[src/rtl/serial_mag_comp.sv]
`default_nettype none
// ============================================================================
//  Module   : serial_mag_comp
//  Purpose  : Bit-serial WIDTH-bit magnitude comparator. Operands are
//             scanned MSB-first, one bit per clock, behind a start/busy/done
//             handshake. Supports unsigned or two's-complement compare,
//             selected per request. Produces registered, mutually exclusive
//             A_gt_B / A_lt_B / A_eq_B flags that are held until the next
//             accepted request or reset.
//  Revision : 1.0 - initial release
// ----------------------------------------------------------------------------
//  Parameters
//    WIDTH      operand width in bits (2..64)
//  Ports
//    clk        in   rising-edge clock
//    rst        in   synchronous reset, active-high
//    start      in   request, accepted only when busy==0
//    is_signed  in   1 = two's-complement compare, 0 = unsigned
//    A, B       in   operands, sampled at accept
//    busy       out  compare in progress
//    done       out  one-cycle pulse, result flags valid
//    A_gt_B     out  A > B (held)
//    A_lt_B     out  A < B (held)
//    A_eq_B     out  A == B (held)
//  Build option
//    SERIAL_MAG_COMP_EARLY_EXIT_EN  when defined, the scan stops at the first
//    differing bit; otherwise the compare always takes WIDTH scan cycles.
// ============================================================================
module serial_mag_comp #(
    parameter int WIDTH = 8
) (
    input  logic             clk,
    input  logic             rst,
    input  logic             start,
    input  logic             is_signed,
    input  logic [WIDTH-1:0] A,
    input  logic [WIDTH-1:0] B,
    output logic             busy,
    output logic             done,
    output logic             A_gt_B,
    output logic             A_lt_B,
    output logic             A_eq_B
);

    localparam int IDX_W = (WIDTH > 1) ? $clog2(WIDTH) : 1;
    localparam logic [IDX_W-1:0] IDX_MSB = IDX_W'(WIDTH - 1);

    localparam logic [1:0] ST_IDLE = 2'd0;
    localparam logic [1:0] ST_SCAN = 2'd1;
    localparam logic [1:0] ST_DONE = 2'd2;

    logic [1:0]       state_q, state_d;
    logic [WIDTH-1:0] a_q, a_d;
    logic [WIDTH-1:0] b_q, b_d;
    logic             sgn_q, sgn_d;
    logic [IDX_W-1:0] idx_q, idx_d;
    logic             decided_q, decided_d;
    logic             gt_q, gt_d;
    logic             lt_q, lt_d;
    logic             eq_q, eq_d;

    logic w_bit_a;
    logic w_bit_b;
    logic w_diff;
    logic w_msb;
    logic w_lsb;
    logic w_inv;
    logic w_finish;

    assign w_bit_a = a_q[idx_q];
    assign w_bit_b = b_q[idx_q];
    assign w_diff  = w_bit_a ^ w_bit_b;
    assign w_msb   = (idx_q == IDX_MSB);
    assign w_lsb   = (idx_q == '0);
    // In a signed compare the sign bit carries negative weight, so a 1 there
    // makes the operand smaller: the roles of a and b swap at the MSB only.
    assign w_inv   = sgn_q & w_msb;

`ifdef SERIAL_MAG_COMP_EARLY_EXIT_EN
    assign w_finish = w_lsb | w_diff;
`else
    // Fixed latency keeps the compare time independent of the data.
    assign w_finish = w_lsb;
`endif

    always_comb begin
        state_d   = state_q;
        a_d       = a_q;
        b_d       = b_q;
        sgn_d     = sgn_q;
        idx_d     = idx_q;
        decided_d = decided_q;
        gt_d      = gt_q;
        lt_d      = lt_q;
        eq_d      = eq_q;

        case (state_q)
            ST_IDLE, ST_DONE: begin
                if (start) begin
                    state_d   = ST_SCAN;
                    a_d       = A;
                    b_d       = B;
                    sgn_d     = is_signed;
                    idx_d     = IDX_MSB;
                    decided_d = 1'b0;
                    gt_d      = 1'b0;
                    lt_d      = 1'b0;
                    eq_d      = 1'b0;
                end else begin
                    // DONE lasts one cycle, which makes done a single pulse.
                    state_d = ST_IDLE;
                end
            end

            ST_SCAN: begin
                // Only the first differing bit may set a flag.
                if (!decided_q && w_diff) begin
                    decided_d = 1'b1;
                    gt_d      = w_inv ? w_bit_b : w_bit_a;
                    lt_d      = w_inv ? w_bit_a : w_bit_b;
                end
                if (w_finish) begin
                    state_d = ST_DONE;
                    if (!decided_q && !w_diff) begin
                        eq_d = 1'b1;
                    end
                end else begin
                    idx_d = idx_q - IDX_W'(1);
                end
            end

            default: begin
                state_d = ST_IDLE;
            end
        endcase
    end

    always_ff @(posedge clk) begin
        if (rst) begin
            state_q   <= ST_IDLE;
            a_q       <= '0;
            b_q       <= '0;
            sgn_q     <= 1'b0;
            idx_q     <= '0;
            decided_q <= 1'b0;
            gt_q      <= 1'b0;
            lt_q      <= 1'b0;
            eq_q      <= 1'b0;
        end else begin
            state_q   <= state_d;
            a_q       <= a_d;
            b_q       <= b_d;
            sgn_q     <= sgn_d;
            idx_q     <= idx_d;
            decided_q <= decided_d;
            gt_q      <= gt_d;
            lt_q      <= lt_d;
            eq_q      <= eq_d;
        end
    end

    assign busy   = (state_q == ST_SCAN);
    assign done   = (state_q == ST_DONE);
    assign A_gt_B = gt_q;
    assign A_lt_B = lt_q;
    assign A_eq_B = eq_q;

endmodule
`default_nettype wire

[config.mk]
export PLATFORM = sky130hd
export DESIGN_NAME = serial_mag_comp
export DESIGN_NICKNAME = d
export VERILOG_FILES = /design/src/rtl/serial_mag_comp.sv
export SDC_FILE = /design/constraint.sdc
export NUM_CORES = 1
export LEC_CHECK = 0
export BUFFER_PORTS_ARGS = -buffer_cell sky130_fd_sc_hd__clkbuf_2
export CORE_MARGIN = 5
export CORE_UTILIZATION = 30
export CTS_BUF_LIST = sky130_fd_sc_hd__clkbuf_8
export DETAILED_ROUTE_END_ITERATION = 6
export PLACE_DENSITY = 0.49
export SYNTH_ARGS = -nofsm -noshare
export SYNTH_HDL_FRONTEND = slang
export SYNTH_SLANG_ARGS = --single-unit
[constraint.sdc]
create_clock -name clk -period 2.85 [get_ports clk]
set_input_delay 0.57 -clock clk [delete_from_list [all_inputs] [get_ports clk]]
set_output_delay 0.57 -clock clk [all_outputs]
set_load 0.02 [all_outputs]
; Word level (Yosys, flattened, before mapping)
; Index checks and enable logic that the tools add are counted.
[totals]
regBits = 26
out_inout_bits = 5
[op_classes]
bitwise = 2
n_reduce_logical = 12
n_mux = 22
order_cmp = 1
addsub = 1
eq_ne = 8
[ops]
columns = operator, n
row1 = two-way mux 1 bit, 11
row2 = one-hot mux 1 bit (2 select lines), 4
row3 = binary-select mux 1 bit (select 3 bit), 2
row4 = two-way mux 3 bit, 2
row5 = != test 2 x 1 -> 1 bit (second input constant), 3
row6 = one-hot mux 3 bit (2 select lines), 1
row7 = AND reduction 3 bit, 2
row8 = less-than comparator 3 x 4 -> 1 bit (second input constant), 1
row9 = != test 2 bit (second input constant), 2
row10 = one-hot mux 2 bit (2 select lines), 1
row11 = AND reduction 4 bit, 1
row12 = equality test 3 bit (second input constant), 1
row13 = zero test 3 bit, 1
row14 = subtractor 3 x 1 -> 3 bit (second input constant), 1
row15 = equality test 2 x 1 -> 1 bit (second input constant), 1
row16 = equality test 2 bit (second input constant), 1
row17 = logical AND 1 bit, 2
row18 = zero test 1 bit, 2
row19 = zero test 2 bit, 1
row20 = two-way mux 2 bit, 1
row21 = AND reduction 2 bit, 1
row22 = nonzero test 2 bit, 1
row23 = OR reduction 2 bit, 1
row24 = bitwise AND 1 bit, 1
row25 = XOR 1 bit, 1

; Longest topological paths before layout
[logic_depth]
ltp_word = 8
depth_mapped = 8
ltp_nobuf = 7

; Worst setup path before layout
; OpenSTA, ideal clock, no wires.
[synth_path]
path_type = reg-to-reg
from = register idx_q[0]
to = register lt_q (netlist: A_lt_B)
setup_ns = 0.074
path_stages_with_launch = 6
path_slack_ns = 0.890
required_time_ns = 2.776
n_path_buf = 1
synth_period_minus_slack_ns = 1.960
arrival_time_ns = 1.886
cell_sequence = dfxtp_1 -> buf_6 -> mux4_2 -> mux2_4 -> or4b_1 -> a31oi_1
[synth_between]
elab_chain_cells = 6
elab_cells_between_ends = 13
[synth_rtl]
columns = element, line_no
row1 = from (decl), 56  ; logic [IDX_W-1:0] idx_q, idx_d;
row2 = from (signal assigned), 154  ; idx_q <= idx_d;
row3 = binary-select mux 1 bit (select 3 bit) (on tied branches), "70, 71"
row4 = two-way mux 1 bit (on tied branches), "70, 71"
row5 = XOR 1 bit, 72  ; assign w_diff = w_bit_a ^ w_bit_b;
row6 = logical AND 1 bit, 117  ; if (!decided_q && w_diff) begin
row7 = != test 2 x 1 -> 1 bit (no line), -
row8 = AND reduction 3 bit (no line), -
row9 = to (signal assigned), 157  ; lt_q <= lt_d;
row10 = to (decl), 59  ; logic lt_q, lt_d;
; Several ways; a longest one is shown, not always the timed one. The select of a mux whose other input is x is not followed.
; A chain may end at the register's enable or synchronous reset.

; Worst setup path in the final report
; Ends and elaborated chain as after synthesis.

==> reports/qor.txt <==
post-synthesis cell count: 140
io pins: 25
hold depth: 2
hold_buf cts: 0
Mapped Nets: 163
Worst-path clk slew: 0.10 ns
status: completed
clock network fraction of total power: 35.7%
DR WL/cell: 12.2 µm
DP Wirelength: 1910 µm
dominant cell type by area after synthesis: dfxtp_1
CTS Buffer Depth: 2
worst setup margin: 0.681 ns
largest net degree at the start of global routing: 27
Compound-Gate Fraction of Synth Area: 12.1%
dpl cells: 207
Synth Area in XOR/XNOR: 1.45%
unrepaired setup endpoints after global routing: false
post_cts resized: 0
CTS root buf: clkbuf_8
Worst Path Required: 3.05 ns
row cnt: 23
Port-buffer cells: 24
post-synth top area share: 43.2%
busiest grt layer: met2
relative slew slack: 63.9%
DR pass1 iterations: 4
simple-gate area share of the yosys netlist: 23.7%
Non-Filler Instances: 211
Antenna Nets Post-Route: 0
Final Critical Period: 2.17 ns
vias in the first global route: 1006
final WL: 2580 µm
GRT Overall Usage: 10.3%
Worst setup SP type: register
share of cells above drive strength 1: 21.7%
CP endpoint kind: register
starting density of the core: 30.6%
first-pass GRT wire length: 4380 µm
Hold WS: 0.458 ns
synth top area cells: dfxtp_1 (43%), nand2_1 (13%), a21oi_1 (7.5%)
met1 GRT Util: 11.7%
antenna diode instance count: 0
total die area: 0.00539 mm²
main combinational cell family by area after synthesis: simple AND/OR/NAND/NOR gates
total negative setup slack: 0 ns
clock sink count: 26
Tot Pwr: 865 µW
met2 Resource Use GR: 19.2%
Peak Freq: 0.461 GHz
commonest non-fill, non-tap cell in the layout: nand2_1
FF+latch count, synth: 26
most frequent cells in the layout: nand2_1 (41), dfxtp_1 (26), clkbuf_2 (24)
FF-to-FF path depth: 4
Hold Crit Class: register to register
initial antenna violation count: 0
Post-Synth Adder-Cell Area: 3.11%
grt ovf: 0
final net count: 185
GR Layer Usage met3: 3.15%
Die W: 73.4 µm
post-CTS setup buffer count: 0
Peak VDD IR: 276 µV
die height: 73.4 µm
clock latency on the worst-skew pair: 0.27 ns
# DRC: 0
Routability Congestion: 0.684
combinational share of power: 16.5%
part of the power in registers: 47.8%
Worst Setup Path Type: register to register
Leakage: 0.000580 µW
Int Pwr: 644 µW
Setup Slack @ Placement: 0.690 ns
Net Switching: 221 µW
Vias/cell: 4.74
Syn Std Cell Area: 0.00121 mm²
post-synthesis mux area share: 11.3%
power per cell area: 608 mW/mm²
WP data arrival: 2.37 ns
max-slew violations: 0
YS warnings: 0
crit path max fanout: 8
clk_skew: 0.00281 ns
post-synthesis sequential area ratio: 43.2%
mean post-synth cell area: 8.62 µm²
initial drt markers: 48
Final setup viols: 0
CTS tree: built
area growth from synthesis to layout: 18.1%
Distinct cells, synth: 31
crit share post-route: 76.1%
H-tree levels: 1
CORE AREA: 0.00394 mm²
endpoints failing hold: 0
CTS buffer count: 3
switch share: 25.6%
# Max-Cap Violations: 0
via count: 1000
Least-Margin Pin Slew: 0.542 ns
## routing by layer
layer / vias up / part of all wire, %
met1: 459 / 46
met4: 0 / 0.50
met3: 2 / 5.5
met2: 22 / 48
li1: 517 / -
met5: - / 0
## state kept, by name (all words and copies together), names as in the netlist
| name | cells |
|---|---|
| A_gt_B | 1 |
| state_q | 2 |
| b_q | 8 |
| sgn_q | 1 |
| a_q | 8 |
| idx_q | 3 |
| A_lt_B | 1 |
| decided_q | 1 |
| A_eq_B | 1 |
## cell families after synthesis
family                     after synthesis
AOI/OAI and AO/OA                       26
xor gates and xnor gates                 2
adders and majority gates                3
buffers and inverters                   12
DFF                                     26
muxes                                    7
and+or+nand+nor                         64
## synthesized netlist by cell type
master / n
nand2_1: 41
dfxtp_1: 26
a21oi_1: 18
clkbuf_1: 7
nor2_1: 6
nor2b_1: 5
ha_1: 3
inv_1: 3
a211oi_1: 2
a31oi_1: 2
mux4_1: 2
mux4_2: 2
nand2b_1: 2
nand3_1: 2
nor3_1: 2
or3_1: 2
a22oi_1: 1
a41oi_1: 1
buf_6: 1
clkbuf_8: 1
mux2_4: 1
mux2i_1: 1
mux2i_2: 1
nand4_1: 1
nor3b_1: 1
o21ai_1: 1
o21bai_1: 1
or2b_2: 1
or4b_1: 1
xnor2_1: 1
xor2_1: 1
## path summary, 6_finish.rpt
path                                             from                   to  slack, ns
worst max-delay path            idx_q[0]$_SDFFE_PP0P_  A_lt_B$_SDFFE_PP0P_       0.68
worst min-delay path              b_q[7]$_SDFFE_PP0P_  b_q[7]$_SDFFE_PP0P_       0.46
worst max register to register  idx_q[0]$_SDFFE_PP0P_  A_lt_B$_SDFFE_PP0P_       0.68
worst min register to register    b_q[7]$_SDFFE_PP0P_  b_q[7]$_SDFFE_PP0P_       0.46
## per-stage QoR
| stage | area (µm²) | util (%) |
|---|---|---|
| floorplan | 1210 | - |
| global placement | 1350 | 34.3 |
| detailed placement | 1350 | 34.3 |
| CTS | 1420 | 36.1 |
| global route | 1420 | 36.1 |
| finish | 1420 | 36.1 |
## worst max-delay path, cell delays in order, from the launching register on
cell	delay [ns]
dfxtp_1	0.54
mux4_2	0.56
mux2_4	0.32
or4b_1	0.51
a31oi_1	0.17
## power groups by stage
stage	sequential (µW)	clock [µW]	combinational, µW
detailed placement	423	0	144
global route	419	330	160
CTS	415	319	145
floorplan	416	0	112
global placement	422	0	140
finish	414	309	143
## final cells by class
cell class | count | area [µm²]
inverter | 3 | 11.3
timing repair buffer | 26 | 135
clock inverter | 1 | 30.0
tap | 50 | 62.6
clock buffer | 3 | 41.3
sequential | 26 | 520
fill | 419 | 2520
multi-input combinational | 102 | 623
(Power assumes the default switching activity.)
